## src/rtl/axi4_stream_mul_responder_pkg.sv

```systemverilog
// Shared definitions for the AXI4-Stream multiply link (responder and master
// wrapper): the frame state encoding and beat-count helpers.
package axi4_stream_pkg;

  typedef enum logic [2:0] {
    IDLE = 3'd0,
    RX_A = 3'd1,
    RX_B = 3'd2,
    CALC = 3'd3,
    TX   = 3'd4
  } state_t;

  // Beats per operand.
  function automatic int nop_f(input int sz, input int dsz);
    return sz / dsz;
  endfunction

  // Beats per full-width product.
  function automatic int nres_f(input int sz, input int dsz);
    return (2 * sz) / dsz;
  endfunction

  // Counter width able to index n beats (never narrower than one bit).
  function automatic int cnt_w(input int n);
    return (n <= 1) ? 1 : $clog2(n);
  endfunction

endpackage

```

## src/rtl/axi4_stream_mul_responder_if.sv

```systemverilog
// Stream bundle between the multiply master wrapper and the responder.
//   tdata/tvalid/tlast_to_slave, tready_to_slave : operand stream (master -> responder)
//   tdata/tvalid/tlast_to_master, tready_to_master : result stream (responder -> master)
//   busy, err : responder status; state : responder FSM state for observation
// Handshake: a beat transfers on a rising clk edge where valid and ready are
// both 1; the source holds data, valid and last stable until that edge, and
// ready never depends combinationally on valid.
interface axi4_stream_mul_if #(
  parameter int DSZ = 8
);
  import axi4_stream_pkg::*;

  logic [DSZ-1:0] tdata_to_slave;
  logic           tvalid_to_slave;
  logic           tlast_to_slave;
  logic           tready_to_slave;
  logic [DSZ-1:0] tdata_to_master;
  logic           tvalid_to_master;
  logic           tlast_to_master;
  logic           tready_to_master;
  logic           busy;
  logic           err;
  state_t         state;

  // Responder side.
  modport slave (
    input  tdata_to_slave, tvalid_to_slave, tlast_to_slave, tready_to_master,
    output tready_to_slave, tdata_to_master, tvalid_to_master, tlast_to_master,
    output busy, err, state
  );

  // Master wrapper side.
  modport master (
    output tdata_to_slave, tvalid_to_slave, tlast_to_slave, tready_to_master,
    input  tready_to_slave, tdata_to_master, tvalid_to_master, tlast_to_master,
    input  busy, err, state
  );

endinterface

```

## src/rtl/axi4_stream_beat_serializer.sv

```systemverilog
// Parallel-load shift-out register: a W-bit word is loaded in one cycle and
// presented as W/DSZ beats, LSB-first, with tvalid/tready/tlast.
//   clk, _rst : clock, synchronous active-low reset
//   load, din : load a new word (only issued while idle)
//   tdata, tvalid, tlast, tready : outgoing beat stream
//   done : final beat handshakes this cycle
module axi4_stream_beat_serializer
  import axi4_stream_pkg::*;
#(
  parameter int W   = 64,
  parameter int DSZ = 8
) (
  input  logic           clk,
  input  logic           _rst,
  input  logic           load,
  input  logic [W-1:0]   din,
  output logic [DSZ-1:0] tdata,
  output logic           tvalid,
  output logic           tlast,
  input  logic           tready,
  output logic           done
);

  localparam int N  = W / DSZ;
  localparam int CW = cnt_w(N);

  logic [W-1:0]  sh;
  logic [CW-1:0] j;
  logic          valid;

  always_ff @(posedge clk) begin
    if (!_rst) begin
      sh    <= '0;
      j     <= '0;
      valid <= 1'b0;
    end else if (load) begin
      sh    <= din;
      j     <= '0;
      valid <= 1'b1;
    end else if (valid && tready) begin
      // The current beat always sits in the low DSZ bits.
      sh <= sh >> DSZ;
      if (j == CW'(N - 1)) begin
        j     <= '0;
        valid <= 1'b0;
      end else begin
        j <= j + 1'b1;
      end
    end
  end

  assign tdata  = sh[DSZ-1:0];
  assign tvalid = valid;
  assign tlast  = valid && (j == CW'(N - 1));
  assign done   = valid && tready && (j == CW'(N - 1));

endmodule

```

## src/rtl/axi4_stream_mul_responder.sv

```systemverilog
// Multiply-link responder: receives operand a then operand b as LSB-first
// DSZ-bit beats, computes the full 2*SZ-bit unsigned product in one cycle and
// streams it back LSB-first. Framing errors pulse err for one cycle.
//   clk, _rst : clock, synchronous active-low reset
//   strm      : stream bundle (operand in, result out, busy/err/state status)
module axi4_stream_mul_responder
  import axi4_stream_pkg::*;
#(
  parameter int SZ  = 32,
  parameter int DSZ = 8
) (
  input  logic clk,
  input  logic _rst,
  axi4_stream_mul_if.slave strm
);

  localparam int NOP  = nop_f(SZ, DSZ);
  localparam int NRES = nres_f(SZ, DSZ);
  localparam int CW   = cnt_w(NRES);
  localparam int PW   = 2 * SZ;

  state_t        state, state_n;
  logic [CW-1:0] cnt, cnt_n;
  logic [SZ-1:0] a, b;
  logic          busy, busy_n;
  logic          err, err_n;
  logic          wr_a, wr_b, load;
  logic          rdy, hs, drop, tx_done;
  logic [PW-1:0] prod;

  // Ready is a pure state decode.
  assign rdy = (state == RX_A) || (state == RX_B);
  assign hs  = rdy && strm.tvalid_to_slave;

  always_comb begin
    state_n = state;
    cnt_n   = cnt;
    busy_n  = busy;
    err_n   = 1'b0;
    wr_a    = 1'b0;
    wr_b    = 1'b0;
    load    = 1'b0;
    drop    = 1'b0;
    case (state)
      IDLE: begin
        state_n = RX_A;
        cnt_n   = '0;
      end
      RX_A: begin
        if (hs) begin
          busy_n = 1'b1;
          if (strm.tlast_to_slave) begin
            drop = 1'b1;
          end else begin
            wr_a = 1'b1;
            if (cnt == CW'(NOP - 1)) begin
              state_n = RX_B;
              cnt_n   = '0;
            end else begin
              cnt_n = cnt + 1'b1;
            end
          end
        end
      end
      RX_B: begin
        if (hs) begin
          if (cnt == CW'(NOP - 1)) begin
            // Final b beat: processed either way, a missing tlast only flags.
            wr_b    = 1'b1;
            state_n = CALC;
            cnt_n   = '0;
            err_n   = !strm.tlast_to_slave;
          end else if (strm.tlast_to_slave) begin
            drop = 1'b1;
          end else begin
            wr_b  = 1'b1;
            cnt_n = cnt + 1'b1;
          end
        end
      end
      CALC: begin
        load    = 1'b1;
        state_n = TX;
      end
      TX: begin
        if (tx_done) begin
          state_n = RX_A;
          busy_n  = 1'b0;
        end
      end
      default: begin
        state_n = IDLE;
        cnt_n   = '0;
      end
    endcase
    // Early tlast abandons the frame and waits for a fresh operand a.
    if (drop) begin
      state_n = RX_A;
      cnt_n   = '0;
      err_n   = 1'b1;
      busy_n  = 1'b0;
    end
  end

  always_ff @(posedge clk) begin
    if (!_rst) begin
      state <= IDLE;
      cnt   <= '0;
      a     <= '0;
      b     <= '0;
      busy  <= 1'b0;
      err   <= 1'b0;
    end else begin
      state <= state_n;
      cnt   <= cnt_n;
      busy  <= busy_n;
      err   <= err_n;
      if (wr_a) a[cnt*DSZ +: DSZ] <= strm.tdata_to_slave;
      if (wr_b) b[cnt*DSZ +: DSZ] <= strm.tdata_to_slave;
    end
  end

  assign prod = PW'(a) * PW'(b);

  axi4_stream_beat_serializer #(
    .W   (PW),
    .DSZ (DSZ)
  ) u_ser (
    .clk    (clk),
    ._rst   (_rst),
    .load   (load),
    .din    (prod),
    .tdata  (strm.tdata_to_master),
    .tvalid (strm.tvalid_to_master),
    .tlast  (strm.tlast_to_master),
    .tready (strm.tready_to_master),
    .done   (tx_done)
  );

  assign strm.tready_to_slave = rdy;
  assign strm.busy            = busy;
  assign strm.err             = err;
  assign strm.state           = state;

endmodule
```

## src/flat_wrapper.sv

```systemverilog
// flat-port wrapper written by rule: the top's interface ports become plain ports
module axi4_stream_mul_responder_flat import axi4_stream_pkg::*;
#(
  parameter int SZ  = 32,
  parameter int DSZ = 8
)
  (clk, _rst, strm_tdata_to_slave, strm_tvalid_to_slave, strm_tlast_to_slave, strm_tready_to_master, strm_tready_to_slave, strm_tdata_to_master, strm_tvalid_to_master, strm_tlast_to_master, strm_busy, strm_err, strm_state);
  axi4_stream_mul_if #(.DSZ(DSZ)) strm_i ();
  input  logic clk;
  input  logic _rst;
  input wire logic [$bits(strm_i.tdata_to_slave)-1:0] strm_tdata_to_slave;
  input wire logic [$bits(strm_i.tvalid_to_slave)-1:0] strm_tvalid_to_slave;
  input wire logic [$bits(strm_i.tlast_to_slave)-1:0] strm_tlast_to_slave;
  input wire logic [$bits(strm_i.tready_to_master)-1:0] strm_tready_to_master;
  output wire logic [$bits(strm_i.tready_to_slave)-1:0] strm_tready_to_slave;
  output wire logic [$bits(strm_i.tdata_to_master)-1:0] strm_tdata_to_master;
  output wire logic [$bits(strm_i.tvalid_to_master)-1:0] strm_tvalid_to_master;
  output wire logic [$bits(strm_i.tlast_to_master)-1:0] strm_tlast_to_master;
  output wire logic [$bits(strm_i.busy)-1:0] strm_busy;
  output wire logic [$bits(strm_i.err)-1:0] strm_err;
  output wire logic [$bits(strm_i.state)-1:0] strm_state;
  assign strm_i.tdata_to_slave = strm_tdata_to_slave;
  assign strm_i.tvalid_to_slave = strm_tvalid_to_slave;
  assign strm_i.tlast_to_slave = strm_tlast_to_slave;
  assign strm_i.tready_to_master = strm_tready_to_master;
  assign strm_tready_to_slave = strm_i.tready_to_slave;
  assign strm_tdata_to_master = strm_i.tdata_to_master;
  assign strm_tvalid_to_master = strm_i.tvalid_to_master;
  assign strm_tlast_to_master = strm_i.tlast_to_master;
  assign strm_busy = strm_i.busy;
  assign strm_err = strm_i.err;
  assign strm_state = strm_i.state;
  axi4_stream_mul_responder #(.SZ(SZ), .DSZ(DSZ)) u_core (.clk(clk), ._rst(_rst), .strm(strm_i));
endmodule
```

## config.mk

```make
export PLATFORM = sky130hd
export DESIGN_NAME = axi4_stream_mul_responder_flat
export DESIGN_NICKNAME = d
export VERILOG_FILES = /design/src/rtl/axi4_stream_mul_responder_pkg.sv /design/src/rtl/axi4_stream_mul_responder_if.sv /design/src/rtl/axi4_stream_beat_serializer.sv /design/src/rtl/axi4_stream_mul_responder.sv /design/src/flat_wrapper.sv
export SDC_FILE = /design/constraint.sdc
export NUM_CORES = 2
export LEC_CHECK = 0
export BUFFER_PORTS_ARGS = -buffer_cell sky130_fd_sc_hd__buf_2
export CORE_MARGIN = 4
export CORE_UTILIZATION = 53
export DETAILED_ROUTE_END_ITERATION = 16
export GPL_TIMING_DRIVEN = 0
export HOLD_SLACK_MARGIN = 0.06
export PLACE_DENSITY = 0.66
export SETUP_SLACK_MARGIN = 0.1
export SYNTH_ARGS = -nofsm -noshare
export SYNTH_HDL_FRONTEND = slang
export SYNTH_SLANG_ARGS = --single-unit
```

## constraint.sdc

```tcl
create_clock -name clk -period 8.6 [get_ports clk]
set_clock_uncertainty 0.1 [all_clocks]
set_input_delay 1.29 -clock clk [delete_from_list [all_inputs] [get_ports clk]]
set_output_delay 1.29 -clock clk [all_outputs]
set_load 0.05 [all_outputs]
```

==> flow_metrics.py <==
metrics = {
    "job": {
        "maxCapViolCount": 0,
    },
    "outcome": {
        "outcome": "complete, no violations",
    },
    "power": {
        "pwr-share-clk_pct": 36.3,
        "power_leakage_nw": 21.0,
        "power.density_nw_per_um2": 47.8,
        "vdd_ir_drop_max_v": 0.0000898,
        "power_mw": 1.98,
        "pwr-share-comb_pct": 25.9,
        "switchingPower_mw": 0.763,
        "p_int_mw": 1.22,
        "switching_share_pct": 38.5,
        "power.share.sequential_pct": 37.8,
    },
    "placed_design": {
        "pre_cts_ws_ns": -0.375,
        "hpwl_mm": 118,
        "port_buffers": 28,
        "gp_congestion": 1.09,
        "dpl_cell_area_um2": 40500,
    },
    "grt": {
        "grt_use_total_pct": 37.1,
        "grt_pass1_wl_mm": 211,
        "antenna_found_initial": 11,
        "grt_overflow": 0,
        "grt_max_degree": 17,
        "grt_pass1_vias": 32330,
    },
    "synth": {
        "synth_nets": 5559,
        "seq_area_frac_synth_pct": 7.16,
        "async_flop_share_pct": 0,
        "avgSynthCellArea_um2": 8.93,
        "synth_cell_types": 76,
        "synth_edf_count": 0,
        "ys.flop_type": "dfxtp_1",
        "synth_top_cell_by_area": "fa_1",
        "synth_seq_cells": 140,
        "syn_area_um2": 39100,
        "yosysTopAreaCellShare_pct": 45.8,
        "synthCells": 4382,
        "yosysWarnings": 0,
        "synth_area_leaders": "fa_1, and2_1, ha_1",
    },
    "critical_path": {
        "r2r_end": "u_core.u_ser.sh[46]",
        "start_kind": "flop",
        "path_max_fanout": 10,
        "crit_required_ns": 8.84,
        "arrival_ns": 8.72,
        "crit_end": "u_core.u_ser.sh[46]",
        "rr_worst_depth": 23,
        "end_kind": "flop",
        "r2r_slack_ns": 0.13,
        "crit_type": "flop to flop",
        "crit_start": "u_core.b[10]",
        "rr_startpoint": "u_core.b[10]",
    },
    "timing": {
        "tightest_slew_ns": 1.41,
        "max_clock_freq_mhz": 118,
        "setup_ws_ns": 0.129,
        "post-route-period-util_pct": 98.5,
        "grt_setup_unrepaired": "true",
        "setup_viol": 0,
        "fin_crit_ns": 8.47,
        "final_hold_viol_count": 0,
        "slew_violations": 0,
        "tns_ns": 0,
        "relSlewSlack_pct": 5.01,
    },
    "finish": {
        "design_area_um2": 41400,
        "syn2layout_area_growth_pct": 5.86,
        "final_nets": 5607,
        "drive_above_1_share_pct": 6.48,
        "n_fill_cell": 6767,
    },
    "route": {
        "num_vias": 31373,
        "drtPass1Iterations": 7,
        "wl_mm": 142,
        "ant_nets": 0,
        "drt_iter0_markers": 3205,
        "drc": 0,
        "drt-vias-per-instance": 5.80,
        "wl_per_cell_um": 26.3,
    },
    "die": {
        "rows": 99,
        "die-area_um2": 78200,
        "initial_utilization_pct": 53.5,
        "io_pins": 29,
        "die_y_um": 280,
        "die_x_um": 280,
        "coreArea_um2": 73100,
    },
    "clocking": {
        "cts_inserted_buffers": 17,
        "path_clk_slew_ns": 0.07,
        "tritoncts": "yes",
        "clk_latency_ns": 0.44,
        "clock_path_buffers": 2,
        "cts-htree-levels": 4,
        "cts_sinks": 140,
        "clock-root-buffer": "clkbuf_16",
    },
    "hold_path": {
        "hp-class": "flop to flop",
    },
}
[routing by layer]
layer / vias to the layer above / GRT usage [%] / share of wire [%]
met5: - / 0 / 0.0098
met4: 2 / 24.0 / 8.4
met3: 440 / 7.33 / 11
met2: 1857 / 56.3 / 44
met1: 15891 / 49.0 / 37
li1: 13183 / - / -
[cells in the final DEF (no fill, tap or decap), types with 6 or more instances in the layout]
| master | Yosys | final |
|---|---|---|
| o21ai_0 | 30 | 30 |
| a31oi_1 | 6 | 6 |
| nand4_1 | 21 | 21 |
| dfxtp_1 | 140 | 121 |
| nor3_1 | 18 | 18 |
| mux2i_1 | 63 | 63 |
| o21ai_1 | 13 | 13 |
| a211oi_1 | 9 | 9 |
| and2_1 | 594 | 594 |
| inv_6 | 0 | 6 |
| nand3_1 | 35 | 35 |
| a311oi_1 | 37 | 37 |
| buf_4 | 8 | 19 |
| ha_1 | 268 | 268 |
| fa_1 | 896 | 896 |
| buf_2 | 14 | 60 |
| dfxtp_2 | 0 | 18 |
| diode_2 | 0 | 6 |
| clkbuf_2 | 2 | 95 |
| xnor2_1 | 36 | 36 |
| inv_1 | 857 | 857 |
| clkbuf_16 | 0 | 17 |
| xor2_1 | 19 | 19 |
| and3_1 | 11 | 11 |
| clkbuf_4 | 0 | 37 |
| o22ai_1 | 8 | 8 |
| a21o_1 | 29 | 29 |
| nand2_1 | 627 | 627 |
| nor2b_1 | 10 | 10 |
| clkbuf_1 | 252 | 91 |
| a21oi_1 | 113 | 112 |
| o21bai_1 | 13 | 13 |
| nor2_1 | 150 | 150 |
| nand2b_1 | 8 | 8 |
[cells in the mapped netlist (6+ instances only)]
cell,number
o22ai_1,8
o21ai_1,13
xor2_1,19
buf_2,14
dfxtp_1,140
a31oi_1,6
fa_1,896
nand2b_1,8
buf_4,8
mux2i_1,63
clkbuf_1,252
nor2_1,150
nor2b_1,10
and3_1,11
o21ai_0,30
o21bai_1,13
xnor2_1,36
and2_1,594
a211oi_1,9
a21oi_1,113
inv_1,857
nor3_1,18
ha_1,268
nand3_1,35
nand2_1,627
a221oi_1,6
a311oi_1,37
a21o_1,29
nand4_1,21
[logic make-up (layout without fill, tap and decap cells)]
family	after synthesis	in the layout	synth area share (%)
compound gates	319	319	5.49
simple gates	1505	1505	19.0
flops	140	140	7.16
buf+inv	1136	1197	11.0
mux	63	63	1.61
xor+xnor	55	55	1.23
fa+ha+maj	1164	1164	54.4
other cells	0	6	0
[repair_timing]
action	CTS	global route
setup endpoints to repair	21	22
pin swaps	0	1
buffers inserted	0	1
resized for setup	129	229
hold buffers	0	0
[power by group through the flow]
stage / sequential, mW / combinational [mW] / clock (mW)
5_1_grt: 0.752 / 0.547 / 0.743
2_1_floorplan: 0.762 / 0.307 / 0
4_1_cts: 0.745 / 0.499 / 0.717
6_report: 0.748 / 0.513 / 0.718
3_5_place_dp: 0.759 / 0.494 / 0
3_3_place_gp: 0.758 / 0.491 / 0
[state kept, by name (all words and copies together), names as in the netlist]
| register | count |
|---|---|
| u_core.strm.state | 3 |
| u_core.a | 32 |
| u_core.b | 32 |
| u_core.strm.busy | 1 |
| u_core.strm.err | 1 |
| u_core.cnt | 3 |
| u_core.u_ser.tvalid | 1 |
| u_core.u_ser.j | 3 |
| u_core.u_ser.sh | 64 |
[metrics by stage]
stage	utilization (%)	hold WS, ns	cells
floorplan	-	0.325	4382
global placement	55.4	0.337	5369
detailed placement	55.4	0.344	5369
CTS	56.4	0.354	5401
global route	56.7	0.375	5402
finish	56.7	0.355	5408
[layout make-up]
cell class | instances | area [µm²] | area share, %
Multi-Input combinational cell | 3106 | 32000 | 77.3
Clock buffer | 17 | 425 | 1.03
Timing Repair Buffer | 29 | 148 | 0.356
Tap cell | 959 | 1200 | 2.90
Clock inverter | 15 | 128 | 0.308
Inverter | 857 | 3220 | 7.77
Sequential cell | 140 | 2830 | 6.83
Antenna cell | 6 | 15.0 | 0.0362
Buffer | 279 | 1440 | 3.46
[worst min-delay path by stage]
stage                                    from  depth (start not counted)                  end
after floorplan           u_core.u_ser.sh[57]                          2  u_core.u_ser.sh[57]
after global placement    u_core.u_ser.sh[63]                          2  u_core.u_ser.sh[63]
after detailed placement  u_core.u_ser.sh[63]                          2  u_core.u_ser.sh[63]
after CTS                 u_core.u_ser.sh[63]                          2  u_core.u_ser.sh[63]
after global routing      u_core.u_ser.sh[62]                          2  u_core.u_ser.sh[62]
final                     u_core.u_ser.sh[63]                          2  u_core.u_ser.sh[63]
[worst max-delay path: stages (launching register included)]
cell and delay [ns]:
dfxtp_1 0.46, clkbuf_4 0.36, and2_1 0.31, fa_1 0.49, fa_1 0.58, inv_1 0.07, fa_1 0.49, fa_1 0.51
inv_1 0.06, fa_1 0.58, fa_1 0.46, fa_1 0.57, fa_1 0.50, ha_1 0.31, buf_2 0.21, nand4_1 0.22
or3_1 0.46, a2111oi_4 0.43, o21ai_1 0.20, a21oi_2 0.32, o31ai_2 0.15, xnor2_1 0.24, nor2_1 0.06, a311oi_1 0.23
No activity file was read; power rests on OpenSTA's default activity.
